===== src/rtl/branch_pkg.sv =====
// Shared types for the branch resolution unit: comparator select encoding and funct3 decode.
// Latency: none (types, constants and a pure function only).
// Backpressure: not applicable.
package branch_pkg;

    typedef enum logic [3:0] {
        CMP_EQ   = 4'd0,
        CMP_NE   = 4'd1,
        CMP_LT   = 4'd2,
        CMP_LTU  = 4'd3,
        CMP_GE   = 4'd4,
        CMP_GEU  = 4'd5,
        CMP_NONE = 4'd15
    } cmp_select_e;

    localparam logic [2:0] F3_BEQ  = 3'b000;
    localparam logic [2:0] F3_BNE  = 3'b001;
    localparam logic [2:0] F3_BLT  = 3'b100;
    localparam logic [2:0] F3_BGE  = 3'b101;
    localparam logic [2:0] F3_BLTU = 3'b110;
    localparam logic [2:0] F3_BGEU = 3'b111;

    // 010/011 are not branches and map to CMP_NONE.
    function automatic cmp_select_e funct3_to_sel(input logic [2:0] f3);
        cmp_select_e sel;
        case (f3)
            F3_BEQ:  sel = CMP_EQ;
            F3_BNE:  sel = CMP_NE;
            F3_BLT:  sel = CMP_LT;
            F3_BGE:  sel = CMP_GE;
            F3_BLTU: sel = CMP_LTU;
            F3_BGEU: sel = CMP_GEU;
            default: sel = CMP_NONE;
        endcase
        return sel;
    endfunction

endpackage


===== src/rtl/branch_compare.sv =====
// Combinational branch comparator selected by an encoded compare select.
// Latency: 0 cycles (pure combinational).
// Backpressure: none; result follows inputs.
// Ports: i_a/i_b operands, i_sel compare select, o_result 1 = condition true (0 for CMP_NONE).
module branch_compare
    import branch_pkg::*;
#(
    parameter int dataWidth   = 32,
    parameter int selectWidth = 4
) (
    input  logic [dataWidth-1:0]   i_a,
    input  logic [dataWidth-1:0]   i_b,
    input  logic [selectWidth-1:0] i_sel,
    output logic                   o_result
);

    cmp_select_e w_sel;

    assign w_sel = cmp_select_e'(4'(i_sel));

    always_comb begin
        o_result = 1'b0;
        case (w_sel)
            CMP_EQ:  o_result = (i_a == i_b);
            CMP_NE:  o_result = (i_a != i_b);
            CMP_LT:  o_result = ($signed(i_a) <  $signed(i_b));
            CMP_GE:  o_result = ($signed(i_a) >= $signed(i_b));
            CMP_LTU: o_result = (i_a <  i_b);
            CMP_GEU: o_result = (i_a >= i_b);
            default: o_result = 1'b0;
        endcase
    end

endmodule


===== src/rtl/branch_resolver.sv =====
// Two-stage branch resolver: decode funct3 in S1, compare and form taken/target/mispredict into S2.
// Latency: accepted at edge N, result registered at edge N+1 and consumable from edge N+2.
// Backpressure: valid/ready; S2 holds while out_ready=0, S1 then holds and in_ready drops.
// Ports: in_* request, out_* result, redirect_* one-cycle mispredict pulse, *_count saturating stats.
module branch_resolver
    import branch_pkg::*;
#(
    parameter int dataWidth    = 32,
    parameter int selectWidth  = 4,
    parameter int counterWidth = 32
) (
    input  logic                    clk,
    input  logic                    reset,
    input  logic                    in_valid,
    output logic                    in_ready,
    input  logic [2:0]              in_funct3,
    input  logic [dataWidth-1:0]    in_rs1,
    input  logic [dataWidth-1:0]    in_rs2,
    input  logic [dataWidth-1:0]    in_pc,
    input  logic [dataWidth-1:0]    in_imm,
    input  logic                    in_pred_taken,
    input  logic                    flush,
    output logic                    out_valid,
    input  logic                    out_ready,
    output logic                    out_taken,
    output logic [dataWidth-1:0]    out_target,
    output logic                    out_mispredict,
    output logic                    out_illegal,
    output logic                    redirect_valid,
    output logic [dataWidth-1:0]    redirect_pc,
    output logic [counterWidth-1:0] branch_count,
    output logic [counterWidth-1:0] taken_count,
    output logic [counterWidth-1:0] mispredict_count
);

    // S1 state
    logic                    r_s1_valid;
    cmp_select_e             r_s1_sel;
    logic [dataWidth-1:0]    r_s1_rs1, r_s1_rs2, r_s1_pc, r_s1_imm;
    logic                    r_s1_pred;

    // S2 state
    logic                    r_s2_valid;
    logic                    r_out_taken, r_out_mispredict, r_out_illegal;
    logic [dataWidth-1:0]    r_out_target;
    logic                    r_redirect_valid;
    logic [counterWidth-1:0] r_branch_count, r_taken_count, r_mispredict_count;

    logic                    w_s2_advance, w_s1_advance, w_s2_load;
    logic                    w_cmp, w_illegal, w_taken, w_mis;
    logic [dataWidth-1:0]    w_target;
    logic [selectWidth-1:0]  w_sel;

    function automatic logic [counterWidth-1:0] sat_inc(input logic [counterWidth-1:0] v);
        return (&v) ? v : v + 1'b1;
    endfunction

    assign w_s2_advance = !r_s2_valid || out_ready;
    assign w_s1_advance = !r_s1_valid || w_s2_advance;
    assign in_ready     = w_s1_advance;
    assign w_s2_load    = r_s1_valid && w_s2_advance;

    assign w_sel = selectWidth'(r_s1_sel);

    branch_compare #(
        .dataWidth   (dataWidth),
        .selectWidth (selectWidth)
    ) u_cmp (
        .i_a      (r_s1_rs1),
        .i_b      (r_s1_rs2),
        .i_sel    (w_sel),
        .o_result (w_cmp)
    );

    assign w_illegal = (r_s1_sel == CMP_NONE);
    assign w_taken   = w_cmp && !w_illegal;
    // Addition wraps modulo 2^dataWidth by construction.
    assign w_target  = w_taken ? (r_s1_pc + r_s1_imm) : (r_s1_pc + dataWidth'(4));
    assign w_mis     = !w_illegal && (w_taken != r_s1_pred);

    always_ff @(posedge clk or posedge reset) begin
        if (reset) begin
            r_s1_valid         <= 1'b0;
            r_s1_sel           <= CMP_NONE;
            r_s1_rs1           <= '0;
            r_s1_rs2           <= '0;
            r_s1_pc            <= '0;
            r_s1_imm           <= '0;
            r_s1_pred          <= 1'b0;
            r_s2_valid         <= 1'b0;
            r_out_taken        <= 1'b0;
            r_out_mispredict   <= 1'b0;
            r_out_illegal      <= 1'b0;
            r_out_target       <= '0;
            r_redirect_valid   <= 1'b0;
            r_branch_count     <= '0;
            r_taken_count      <= '0;
            r_mispredict_count <= '0;
        end else if (flush) begin
            // Kill everything in flight, including a request handshaking this edge.
            r_s1_valid       <= 1'b0;
            r_s2_valid       <= 1'b0;
            r_redirect_valid <= 1'b0;
        end else begin
            // Pulse only on the load edge, so a stalled S2 entry cannot re-fire.
            r_redirect_valid <= w_s2_load && w_mis;
            if (w_s1_advance) begin
                r_s1_valid <= in_valid;
                if (in_valid) begin
                    r_s1_sel  <= funct3_to_sel(in_funct3);
                    r_s1_rs1  <= in_rs1;
                    r_s1_rs2  <= in_rs2;
                    r_s1_pc   <= in_pc;
                    r_s1_imm  <= in_imm;
                    r_s1_pred <= in_pred_taken;
                end
            end
            if (w_s2_advance) begin
                r_s2_valid <= r_s1_valid;
            end
            if (w_s2_load) begin
                r_out_taken      <= w_taken;
                r_out_target     <= w_target;
                r_out_mispredict <= w_mis;
                r_out_illegal    <= w_illegal;
                if (!w_illegal) r_branch_count     <= sat_inc(r_branch_count);
                if (w_taken)    r_taken_count      <= sat_inc(r_taken_count);
                if (w_mis)      r_mispredict_count <= sat_inc(r_mispredict_count);
            end
        end
    end

    assign out_valid        = r_s2_valid;
    assign out_taken        = r_out_taken;
    assign out_target       = r_out_target;
    assign out_mispredict   = r_out_mispredict;
    assign out_illegal      = r_out_illegal;
    assign redirect_valid   = r_redirect_valid;
    assign redirect_pc      = r_out_target;
    assign branch_count     = r_branch_count;
    assign taken_count      = r_taken_count;
    assign mispredict_count = r_mispredict_count;

endmodule


===== config.mk =====
export PLATFORM = sky130hd
export DESIGN_NAME = branch_resolver
export DESIGN_NICKNAME = d
export VERILOG_FILES = /design/src/rtl/branch_pkg.sv /design/src/rtl/branch_compare.sv /design/src/rtl/branch_resolver.sv
export SDC_FILE = /design/constraint.sdc
export NUM_CORES = 1
export LEC_CHECK = 0
export BUFFER_PORTS_ARGS = -buffer_cell sky130_fd_sc_hd__buf_4
export CAP_MARGIN = 20
export CELL_PAD_IN_SITES_DETAIL_PLACEMENT = 1
export CELL_PAD_IN_SITES_GLOBAL_PLACEMENT = 1
export CORE_AREA = 2 2 214 164
export CTS_BUF_LIST = sky130_fd_sc_hd__clkbuf_2 sky130_fd_sc_hd__clkbuf_4 sky130_fd_sc_hd__clkbuf_8
export DETAILED_ROUTE_END_ITERATION = 8
export DIE_AREA = 0 0 216 166
export PLACE_DENSITY_LB_ADDON = 0.25
export SKIP_LAST_GASP = 1
export SLEW_MARGIN = 5
export SYNTH_ARGS = -nofsm -noshare
export SYNTH_HDL_FRONTEND = slang
export SYNTH_SLANG_ARGS = --single-unit
export TNS_END_PERCENT = 10

===== constraint.sdc =====
create_clock -name clk -period 13 [get_ports clk]
set_input_delay 2.6 -clock clk [delete_from_list [all_inputs] [get_ports clk]]
set_output_delay 2.6 -clock clk [all_outputs]
set_load 0.005 [all_outputs]

## Word-level counts from Yosys, hierarchy flattened

Cells that the tools add are included.

- $add $sub $neg: 5
- Magnitude comparators: 4
- Eq/ne operators: 14
- Muxes and demuxes: 8
- Bitwise operators: 5
- Reductions and logical operators: 21

Operators by type and width:

| cell | count |
|---|---|
| $add A32 B1 Y32 const B | 3 |
| $reduce_and A32 Y1 | 3 |
| $ge A32 B32 Y1 | 2 |
| $lt A32 B32 Y1 | 2 |
| $add A32 B3 Y32 const B | 1 |
| $add A32 B32 Y32 | 1 |
| $eq A32 B32 Y1 | 1 |
| $mux W32 | 1 |
| $ne A32 B32 Y1 | 1 |
| $pmux W4 S6 | 1 |
| $eq A3 B3 Y1 const B | 4 |
| $reduce_and A4 Y1 | 3 |
| $eq A4 B2 Y1 const B | 2 |
| $eq A4 B3 Y1 const B | 2 |
| $pmux W1 S6 | 1 |
| $mux W1 | 5 |
| $not A1 Y1 | 5 |
| $eq A4 B1 Y1 const B | 1 |
| $eq A4 B4 Y1 const B | 1 |
| $logic_and A1 B1 Y1 | 4 |
| $logic_not A4 Y1 | 1 |
| $reduce_bool A2 Y1 | 2 |
| $eq A3 B1 Y1 const B | 1 |
| $logic_not A1 Y1 | 3 |
| other kinds (5) | 6 |

- Register bits after elaboration: 267
- Input port bits: 137
- Output and inout port bits: 166
- Logic and storage cells: 73

## Logic depth before layout (Yosys ltp)

Gate-level depths: netlist of the first run.

- Depth after elaboration: 7
- Depth in mapped cells: 13
- Mapped depth without buffers: 12

## Modules after synthesis

From an unflattened synthesis of the first run, not the netlist that was laid out.

- Cells, all modules: 1318
- Area, all modules: 14244.9 um2

By module, submodules not included:

| module | instances | cells an instance | area an instance (um2) |
|---|---|---|---|
| branch_resolver | 1 | 1187 | 13287.7 |
| branch_compare | 1 | 131 | 957.2 |

## Worst setup path before layout of the first run

OpenSTA, ideal clock, no wires.

- Path type: input-to-output
- From: input port out_ready
- To: output port in_ready
- Arrival: 2.915 ns
- Setup slack: 7.485 ns
- Cell stages on the path: 2
- Cell sequence: nor2b_1 > nand2_1

- Cells in the longest elaborated chain, start to end: 2

RTL lines:

| item | line | text |
|---|---|---|
| start, declared | branch_resolver.sv:24 | `input logic out_ready,` |
| $logic_or A1 B1 Y1 | branch_resolver.sv:58 | `assign w_s2_advance = !r_s2_valid \|\| out_ready;` |
| $logic_or A1 B1 Y1 | branch_resolver.sv:59 | `assign w_s1_advance = !r_s1_valid \|\| w_s2_advance;` |
| end, declared | branch_resolver.sv:15 | `output logic in_ready,` |

Every way passes these cells.

## Final worst setup path of the first run

Same ends and word-level chain as after synthesis.

==> results list, run 1 <==
- Root Buffer Master: clkbuf_8
* Slowest stage cell, crit path: nor2b_1
* Fin worst setup slack: 7100 ps
- Clk buf depth: 3
* Cell depth of the worst setup path: 4
- For this design the ratio of total power to cell area is 148.2 mW/mm².
* Horizontal extent of the die: 216 µm
* Worst Hold Margin: 486.9 ps
- GP Congestion: 0.8306
- Clock-pin slew was measured on the worst setup and hold paths at 70 ps.
- The share of total power dissipated in combinational logic is 0.297.
* Number of max-capacitance violations reported: 0
- Number of nets in the final layout: 1897
- Counting every sink on the clock net gives 267.
- After detailed routing, the number of remaining DRC violations is 0.
* Gates resized, CTS repair: 0
- The total count of max-transition violations in the final report is 0.
- Across the VDD grid, the largest voltage drop is 0.08604 mV.
- The H-tree was split into 2 levels.
- For flop-to-flop paths, the worst setup slack is 8990 ps.
- Worst Path Class, Setup: primary input to output port
- Cell-by-cell trace of the critical path: buf_4 > nor2b_1 > nand2_1 > buf_4
- For this run, the number of Yosys warnings is 0.
* Flip-flop and latch count after synthesis: 267
- Worst hold-check path type: register to register
- Dividing the detail-routed wire length by the instance count gives 19.11 µm.
- Die Outline Area: 0.03586 mm²
* Row cnt: 59
- Headroom to the max-slew limit came out at 0.3702.
- Of the available clock period, the critical path in the final layout requires 0.4538.
* Worst Skew: 32.69 ps
* Post-route antenna net violation count: 0
- Count of routing violations after the opening detailed-route iteration: 508
* Clk Latency, worst-skew pair: 600 ps
- The share of total power dissipated in sequential elements is 0.397.
- Setup repair after global routing left no endpoint under its margin.
- Family with the most delay on the worst path: simple AND/OR/NAND/NOR gates
- Share of the core filled with cells in the final layout: 0.5447
- Along the worst path, the maximum fanout reaches 5.
- Wires add up to 41750 µm.
* Number of optimization iterations in the first detailed-route pass: 4
* Final Critical Period: 5900 ps
- The internal portion of the total power is 1.852 mW.
* Average cell area after synthesis: 10.59 µm²
- Vias in the first global route: 12610
- The cell count after synthesis came out at 1416.
* Area growth from synthesis to layout: 23.29%
- Setup Buffers After CTS: 0
* Inserted Clock Buffers: 46
* Ys async rst share: 1.000
- The initial antenna violation count was 4.
* Count of endpoints failing setup in the final report: 0
- The most used flip-flop cell after synthesis is dfrtp_1.
- After synthesis the cells add up to 0.01500 mm².
* Part of the Yosys area used for sequential elements: 0.4457
- Switching Power: 889.3 µW
- Peak Freq: 169.5 MHz
- Count of vias placed by the detailed router: 11850
* Part of the total power dissipated in the clock network: 0.306
* Floorplan Core Area: 0.03396 mm²
- LEAKAGE: 8.516 nW
- Data on the critical path is required at its endpoint by 10400 ps.
* Worst Reg2Reg Path Length in Cells: 11
* Hold depth: 1
- Together, buffers and inverters on the worst path number 2.
* Fraction of power spent switching nets: 0.3245
- In the routed layout, each cell is associated on average with a via count of 5.422.
- The netlist uses 72 different library cells.
- Fraction of final layout cells sized beyond drive strength 1: 0.3289
* Critical Path Source Type: primary input
- Cell with the most instances on the worst path: buf_4
* Overall routing resource usage: 0.2337
- The final-report hold violation count is 0.
- Crit. End Element: output port
- Detail Placement HPWL: 30440 µm
- TritonCTS built the clock tree.
- Overflow after GRT: 0
- Synthesized netlist net count: 1621
* DP Area: 0.01748 mm²
- Critical Path AT: 3300 ps
- Run status: completed
- Buffers placed on the I/O ports in this run total 302.
- For this configuration, the core starts out at a cell density of 0.4418.
- Total negative slack for setup checks: 0 ps
- The first global-routing pass estimated 67760 µm of wire.
- Area of all placed cells without fillers: 0.01850 mm²
- Die height: 166 µm
- 303 I/O pins were placed.
* Hold buffers post-CTS: 0
- For the pin with the worst max-slew slack, the measured transition is 944.7 ps.
- Setup Slack @ Placement: 7101 ps
* Maximum number of pins on one net before global-route repair: 75
- Post-synth EDFFs: 0
* Biggest cell delay along the critical path: 300 ps
cell families (layout without fill, tap and decap cells):
logic type / Yosys count / in the layout / share of synthesized area
XOR/XNOR: 147 / 147 / 0.08582
other: 0 / 4 / 0
AO/OA/AOI/OAI: 161 / 161 / 0.06914
AND/OR/NAND/NOR: 448 / 448 / 0.1616
flip-flops: 267 / 267 / 0.4457
multiplexers: 183 / 183 / 0.1341
buffers and inverters: 142 / 450 / 0.04637
adder cells (fa/ha/maj): 68 / 68 / 0.05721
final timing paths:
path                                              from                               to
max                                          out_ready                         in_ready
min                        taken_count[29]$_DFFE_PP0P_      taken_count[29]$_DFFE_PP0P_
max reg2reg                    r_s1_rs1[5]$_DFFE_PP0P_  mispredict_count[1]$_DFFE_PP0P_
min reg2reg                taken_count[29]$_DFFE_PP0P_      taken_count[29]$_DFFE_PP0P_
max in group asynchronous                        reset         r_s1_rs2[20]$_DFFE_PP0P_
min in group asynchronous                        reset       taken_count[1]$_DFFE_PP0P_
per-layer routing:
layer,part of all wire,global-route usage
met1,0.44,0.3073
met2,0.46,0.3759
met3,0.063,0.06081
met4,0.030,0.07951
met5,0,0
cell type report:
cell class,instances,area (µm²)
flip-flops and latches,267,6686
repair buffers,313,2354
inverters,57,221.5
diodes,4,10.01
well taps,457,571.8
clock inverters,8,107.6
multi-input cells,1007,7654
fillers,3744,15460
clock buffers,72,890.9
synth_stat cells (all sizes together), types with 8 or more instances:
| cell type | n | area (µm²) |
|---|---|---|
| inv | 57 | 214.0 |
| nand4 | 50 | 342.8 |
| mux2 | 134 | 1509 |
| mux2i | 49 | 503.0 |
| and3 | 23 | 143.9 |
| nor2 | 60 | 242.7 |
| nand2 | 97 | 364.1 |
| ha | 67 | 838.3 |
| a31oi | 12 | 87.58 |
| nor4 | 23 | 162.7 |
| dfrtp | 263 | 6581 |
| buf | 48 | 342.8 |
| xnor2 | 115 | 1007 |
| nand3 | 60 | 305.3 |
| xor2 | 32 | 280.3 |
| and4 | 13 | 116.4 |
| o21a | 8 | 60.06 |
| a21oi | 40 | 200.2 |
| nor2b | 10 | 62.56 |
| nor3 | 53 | 265.3 |
| nand2b | 10 | 70.06 |
| o21ai | 49 | 245.2 |
| and2 | 15 | 93.84 |
| clkbuf | 37 | 138.9 |
through the flow:
step	total power, mW	std cells
final	2.741	2185
after CTS	2.781	2180
after global routing	2.919	2183
after floorplan	1.618	1416
after global placement	1.886	2100
after detailed placement	1.921	2100
placed cells by master (no fill, tap or decap), types with 32 or more instances in the layout:
master,n
clkbuf_8,56
mux2i_1,48
nor3_1,52
dfrtp_1,263
xnor2_1,115
ha_1,67
inv_1,56
nor2_1,57
buf_4,312
nand4_1,48
a21oi_1,40
xor2_1,32
nand2_1,97
o21ai_0,48
mux2_2,133
nand3_1,58
power by group through the flow:
stage                     sequential [mW]  clock (mW)  combinational [mW]
after floorplan                      1.06           0               0.561
after global placement               1.09           0               0.792
after detailed placement             1.10           0               0.818
after CTS                            1.09       0.866               0.825
after global routing                 1.11       0.907               0.906
final                                1.09       0.838               0.815
flip-flops by register name, summed over array words and instances (netlist names):
name              flops
redirect_valid        1
out_taken             1
out_valid             1
mispredict_count     32
out_illegal           1
out_mispredict        1
r_s1_imm             32
branch_count         32
r_s1_pc              32
out_target           32
r_s1_rs2             32
r_s1_valid            1
r_s1_sel              4
r_s1_rs1             32
r_s1_pred             1
taken_count          32
Note: power is estimated with default switching activity, not from simulation.
==> run 2, diff against run 1 <==
- ABC_AREA: not set -> 1
- CORE_AREA: 2 2 214 164 -> 2 2 240 183
- DIE_AREA: 0 0 216 166 -> 0 0 242 185
- clock period: 13 -> 5 ns (I/O delays scaled with it)
==> run 2 against run 1 <==
Power is 150% higher. Highest routed layer unchanged. Setup slack worse by 5500 ps. Critical endpoint is now taken_count[15]$_DFFE_PP0P_. Count of clock-buffer cells in the layout is 1 higher. Clock power grew to 2.7 times the previous value. Core utilization is 8.5 points lower. Sequential power is 150% higher. Cell count is 36% higher. Critical path type is now register to register. Worst hold slack better by 0.91 ps.
==> results list, run 2 <==
* Run status: completed
- In this run the cell area of the synthesized design comes to 0.01593 mm².
- The initial antenna violation count came to 3.
* Cell-by-cell trace of the critical path: ha_1 > a21oi_1 > o21a_1 > nand2_1 > a21oi_2 > nand3_1 > nand3_1 > nand2_2 > nand3_4 > buf_4 > nand2_4 > inv_4 > nand2_8 > nand2_1 > o21ai_1
* Port buffer count: 302
* Flip-flop and latch count after synthesis: 267
- At the later pin of the worst-skew pair, clock insertion delay measures 600 ps.
- Clk buf depth: 3
- Measured on the finished design, the core utilization comes to 0.4602.
- Total count of hold-check failures in the final report: 0
* Vias in the first global route: 15480
- At the worst endpoint, the required time is 5470 ps.
- Sinks on Clock Net: 267
- Slowest stage cell, crit path: buf_4
- The largest single stage delay on the critical path is 450 ps.
- Final Critical Period: 3400 ps
* Leading post-synthesis cells by cell area: dfrtp_1 (41%), nand2_1 (18%), ha_1 (5.3%)
- Max-cap violations in this run came to 0.
* Synthesized netlist net count: 2283
* Count of routing violations after the opening detailed-route iteration: 838
- Setup violations remaining at the end of the flow were counted as 0.
- Total of warnings raised by yosys: 0
- Setup repair after global routing left no endpoint under its margin.
- The floorplan step defined a die boundary enclosing 0.04477 mm².
* Most common library cell in the layout ignoring fill and taps: nand2_1
* CTS tree: done
- Termination of the worst setup path: taken_count[15]$_DFFE_PP0P_
- Dividing the detail-routed wire length by the instance count gives 18.27 µm.
- Hold buffers post-CTS: 0
- Summing internal, switching and leakage power gives 6.755 mW.
- For this block, the routed nets add up to 54240 µm of wire.
* Final count of pins violating max slew: 0
- Most used standard cell by instance count after synthesis: nand2_1
- In the finished design, the share of the clock period the worst path needs comes to 0.6800.
- Once placement completed, the tool counted placed cells totaling 2877.
* Post-route antenna net violation count: 0
- Area of all placed cells without fillers: 0.01961 mm²
- Overall routing resource usage: 0.2405
- The worst hold path belongs to the class register to register.
- The clock arrives with 36.37 ps of skew.
- For this run, the post-layout net count is 2554.
- Average cell area after synthesis: 7.666 µm²
* Overflow after GRT: 0
- The area growth from synthesis to layout is 23.09%.
- The finished layout holds 2969 standard cells, fillers aside.
* Maximum vdd drop: 0.2057 mV
- The first global-routing pass estimated 86120 µm of wire.
* Number of optimization iterations in the first detailed-route pass: 5
- Vias per std cell: 5.041
- Entering global routing, the biggest net connects 146 pins.
- Pin placement for this block handled 303 I/O pins.
* Total negative slack for setup checks: 0 ps
- For the pin with the worst max-slew slack, the measured transition is 976.2 ps.
* Netlist cell types: 52
- The most critical setup path has its startpoint at r_s1_rs1[29]$_DFFE_PP0P_.
- Most instantiated cells after synthesis: nand2_1 (747), dfrtp_1 (263), inv_1 (154)
* Critical R2R Launch: r_s1_rs1[29]$_DFFE_PP0P_
* Peak Freq: 294.1 MHz
- Detailed placement ended at an HPWL of 40780 µm.
* Post-synth EDFFs: 0
- The share of total power dissipated in sequential elements is 0.402.
- Synthesis produced 2078 cells.
* Power Internal: 4.452 mW
* Initial core utilization: 0.3738
- The share of synthesized area in the top cell type comes to 0.4132.
* DP Area: 0.01853 mm²
* Gates resized, CTS repair: 0
* Worst Hold Margin: 487.9 ps
- Data on the critical path arrives at its endpoint at 3870 ps.
- The share of total power dissipated in the clock network is 0.336.
* Fraction of final layout cells sized beyond drive strength 1: 0.1930
* Part of the Yosys area used for sequential elements: 0.4198
- Worst Path Class, Setup: register to register
- Among all flip-flop cells after synthesis, the most frequent one is dfrtp_1.
- STA classifies the critical path endpoint as a register.
- The H-tree was split into 2 levels.
* Ys async rst share: 1.000
- Of the total power, combinational logic draws 0.261.
- CTS placed an instance of clkbuf_8 at the clock tree root.
* Top cell type by total area after synthesis: dfrtp_1
* Fin worst setup slack: 1600 ps
- In this run the worst path has a maximum fanout of 43.
- Of the total power, the share spent switching nets is 0.3410.
- The worst register-to-register path has a depth of 15.
- In the routed design, unresolved DRC markers number 0.
- Switching Power: 2.303 mW
- Clock-pin slew was measured on the worst setup and hold paths at 60 ps.
* Commonest cells after routing, fill and taps aside: nand2_1 (746), buf_4 (311), dfrtp_1 (263), inv_1 (153), nor2_1 (148)
* Setup Buffers After CTS: 0
* Inserted Clock Buffers: 47
* Worst reg2reg setup slack: 1600 ps
- In this run the static leakage power is 10.12 nW.
- Horizontal extent of the die: 242 µm
- Row generation in the floorplan step produced 66 rows.
- Critical Path Source Type: register
- Floorplan Core Area: 0.04261 mm²
- GP Congestion: 0.9344
- Fill cells in the final layout number 5352.
* Critical R2R Capture: taken_count[15]$_DFFE_PP0P_
- Count of vias placed by the detailed router: 14970
* Setup Slack @ Placement: 1612 ps
* Power density of the placed cells: 344.5 mW/mm²
- Measured along the y axis, the die boundary spans 185 µm.
- Max-Slew Margin vs Limit: 0.3432
## run 2: cell type report
type	count	area, µm²	share of cell area
Tap cell	578	723.2	0.03688
Inverter	162	619.3	0.03159
Sequential cell	267	6686	0.3410
Multi-Input combinational cell	1557	8129	0.4146
Clock inverter	15	113.9	0.005807
Antenna cell	3	7.507	0.0003829
Timing Repair Buffer	314	2380	0.1214
Clock buffer	73	948.4	0.04837
## run 2: routing by layer
metal,vias to the layer above,global-route usage,routed length [µm]
met5,-,0,0
met4,0,0.06296,1128
met3,69,0.03709,2642
met2,353,0.3711,23670
met1,7312,0.3510,26800
li1,7233,-,-
## run 2: critical path, delay by kind of cell, from the launching register on
family	cells	cell delay, ps
AO/OA/AOI/OAI	4	650
adder cells (fa/ha/maj)	1	310
buffers and inverters	2	780
flip-flops	1	380
AND/OR/NAND/NOR	8	1100
## run 2: cell families (layout without fill, tap and decap cells)
kind of cell	count (synthesis)	in the layout	synth area share
and+or+nand+nor	1154	1154	0.3129
AOI/OAI and AO/OA	200	200	0.06763
adders and majority gates	68	68	0.05388
xor gates and xnor gates	135	135	0.07423
DFF	267	267	0.4198
buffers and inverters	254	564	0.07156
other	0	3	0
## run 2: worst min-delay path by stage
stage                                to  cells after the start                     start  slack, ps
6_report       r_s1_imm[28]$_DFFE_PP0P_                      2  r_s1_imm[28]$_DFFE_PP0P_        490
3_3_place_gp    r_s1_rs1[9]$_DFFE_PP0P_                      2   r_s1_rs1[9]$_DFFE_PP0P_        470
3_5_place_dp   r_s1_rs1[19]$_DFFE_PP0P_                      2  r_s1_rs1[19]$_DFFE_PP0P_        480
5_1_grt        r_s1_rs1[22]$_DFFE_PP0P_                      2  r_s1_rs1[22]$_DFFE_PP0P_        520
2_1_floorplan   r_s1_imm[0]$_DFFE_PP0P_                      2   r_s1_imm[0]$_DFFE_PP0P_        450
4_1_cts        r_s1_imm[28]$_DFFE_PP0P_                      2  r_s1_imm[28]$_DFFE_PP0P_        490
## run 2: power by group through the flow
stage	registers [mW]	logic, mW	clock network, mW
final	2.72	1.77	2.27
after global routing	2.76	2.00	2.43
after CTS	2.72	1.78	2.34
after detailed placement	2.76	1.77	0
after global placement	2.75	1.70	0
after floorplan	2.66	1.12	0
==> run 3, diff against run 2 <==
- clock period: 5 -> 2.76 ns (I/O delays scaled with it)
==> run 3 against run 2 <==
Cell count up 1.8%. Core utilization up 2.0 points. Largest power group unchanged. Fmax up 25%. Setup slack worse by 1600 ps. Non-clock buffer count up 60. Clock skew down 17 ps. Routed wire length up 5.9%. First-iteration DRC count up 14%. Count of clock-buffer cells in the layout up 4. Cell area up 4.3%. Sequential share of layout area down 1.4 points.
==> results list, run 3 (synthesis results as in run 2) <==
- Clk buf depth: 3
* Worst-path fanout max: 7
- The first detailed-routing pass took 5 iterations.
* Fin worst setup slack: 34.56 ps
- Once layout is complete, the utilization of the core stands at 0.4800.
* Most common library cell in the layout ignoring fill and taps: nand2_1
* Final Critical Period: 2725 ps
* Total detailed-routing wirelength: 57440 µm
* Worst Reg2Reg Path Length in Cells: 18
* Vias in the first global route: 15970
- Max-Slew Margin vs Limit: 0.5050
- Clk Latency, worst-skew pair: 590 ps
* Clock transition at path regs: 60 ps
* RSZ-0062 raised after global routing: yes
* Overflow after GRT: 0
* First-pass GRT wire length: 88100 µm
- In this run the critical register-to-register path is launched from r_s1_rs1[4]$_DFFE_PP0P_.
- The flow ran to the end, and the final reports show no timing, DRC or antenna violations.
* Worst Skew: 19.16 ps
- Antenna violations before repair: 3
* Overall routing resource usage: 0.2462
* Die height: 185 µm
- CTS tree: done
- The root buffer cell chosen for the clock tree is clkbuf_8.
- The worst setup path is launched from a register.
- In the routed layout, each cell is associated on average with a via count of 5.109.
- Area growth from synthesis to layout: 28.40%
* Number of nets in the final layout: 2616
- Critical Path AT: 3200 ps
- Counting buffers and inverters, the worst setup path is 18 cells deep.
- In this run the number of H-tree levels came out at 2.
- Dividing total power by cell area gives a power density of 616.0 mW/mm².
- The region available for standard cell placement spans 0.04261 mm².
- Worst Path Class, Setup: register to register
* Cell-by-cell trace of the critical path: ha_1 > nand2_4 > nor2_4 > nand4_1 > nor3_4 > buf_4 > nand2_4 > nand3_2 > nand2_2 > inv_2 > nor2_4 > nand3_4 > nand2_4 > nand2_4 > nand3_4 > clkbuf_16 > nand2_1 > nand2_1
- Fraction of final layout cells sized beyond drive strength 1: 0.2246
* Crit. End Element: register
- The floorplan has 66 rows.
- Per-cell routed wire length: 19.00 µm
* Port buffer count: 302
- Setup Slack @ Placement: -15.55 ps
- Slowest stage cell, crit path: dfrtp_1
- Routability-driven placement finished with a final weighted congestion of 0.9941.
- Required time of the worst setup path: 3230 ps
- Final count of pins violating max slew: 0
- Inserted Clock Buffers: 48
- Horizontal extent of the die: 242 µm
- In the layout the commonest cells are nand2_1 (738), buf_4 (353), dfrtp_1 (263), inv_1 (150), nor2_1 (145).
* Critical R2R Capture: mispredict_count[15]$_DFFE_PP0P_
- Buf/Inv on CP: 3
* Worst reg2reg setup slack: 30 ps
- Detail Placement HPWL: 42770 µm
* Slew at the pin closest to its max-slew limit: 735.8 ps
- Derived from the worst setup path, the maximum achievable clock frequency is 366.9 MHz.
- Post-route antenna net violation count: 0
- The cell that appears most often on the critical path is nand2_4.
- Setup violations remaining at the end of the flow were counted as 0.
* Count of routing violations after the opening detailed-route iteration: 952
* Maximum vdd drop: 0.3030 mV
- Post-Place Cells: 2921
- 303 I/O pins were placed.
* Die Outline Area: 0.04477 mm²
* Initial core utilization: 0.3738
* Worst hold-check path type: primary input to asynchronous set/reset pin
- LEAKAGE: 10.55 nW
* DP Area: 0.01900 mm²
* Area of all placed cells without fillers: 0.02045 mm²
- In the finished design, the share of the clock period the worst path needs comes to 0.9875.
- Total count of hold-check failures in the final report: 0
- Cell Count, Final, Fillers Out: 3023
- # DRC: 0
- Counting every sink on the clock net gives 267.
- Number of max-capacitance violations reported: 0
- For this run, the slowest stage of the critical path takes 390 ps.
- Worst Hold Margin: 85.08 ps
- Family with the most delay on the worst path: simple AND/OR/NAND/NOR gates
* Hold buffers post-CTS: 0
- Entering global routing, the biggest net connects 93 pins.
* Count of vias placed by the detailed router: 15440
## run 3: cell types whose count changed in the layout (fill, tap and decap cells not counted), sizes merged
| cell | change |
|---|---|
| buf | +56 |
| clkinv | -9 |
| clkbuf | +8 |
| diode | -2 |
| clkinvlp | -1 |
| inv | +1 |
| nand2 | +1 |
## run 3: where the power goes
group | leakage [nW] | switching [mW] | total (mW) | internal, mW
sequential | 3.41 | 0.493 | 4.90 | 4.41
combinational | 6.60 | 2.05 | 3.69 | 1.64
clock | 0.534 | 1.75 | 4.01 | 2.26
## run 3: through the flow
stage	power (mW)	TNS, ps
floorplan	6.857	-347160
global placement	8.260	0
detailed placement	8.390	-63.81
CTS	12.50	-0.1379
global route	13.35	-3274
finish	12.60	0
## run 3: layer usage
layer / track usage / vias up / wire length (µm)
met1: 0.3517 / 7632 / 27680
met3: 0.05433 / 79 / 3403
met4: 0.05679 / 2 / 1052
met5: 0 / - / 8
met2: 0.3806 / 377 / 25300
li1: - / 7354 / -
## run 3: final cells by class
class	count	area, µm²
Fill cell	5312	22160
Clock buffer	77	947.2
Tap cell	578	723.2
Sequential cell	267	6686
Clock inverter	6	63.81
Inverter	162	629.4
Multi-Input combinational cell	1558	8332
Antenna cell	1	2.502
Timing Repair Buffer	374	3069
## run 3: what timing repair did
action,in CTS,in global routing
cloned,0,7
buffers inserted,0,11
setup endpoints to repair,9,98
gates resized for setup,1,51
hold endpoints to repair,0,0
pin swaps,0,21
## run 3: worst max path at each step
stage                                       end  slack, ps                     from
6_report       mispredict_count[15]$_DFFE_PP0P_         30  r_s1_rs1[4]$_DFFE_PP0P_
2_1_floorplan       branch_count[0]$_DFFE_PP0P_      -1310                    reset
4_1_cts         mispredict_count[5]$_DFFE_PP0P_       -0.1  r_s1_rs1[7]$_DFFE_PP0P_
3_5_place_dp   mispredict_count[15]$_DFFE_PP0P_        -20  r_s1_rs1[7]$_DFFE_PP0P_
3_3_place_gp         out_target[17]$_DFFE_PP0P_        170  r_s1_rs1[7]$_DFFE_PP0P_
5_1_grt        mispredict_count[15]$_DFFE_PP0P_        -90  r_s1_rs1[4]$_DFFE_PP0P_
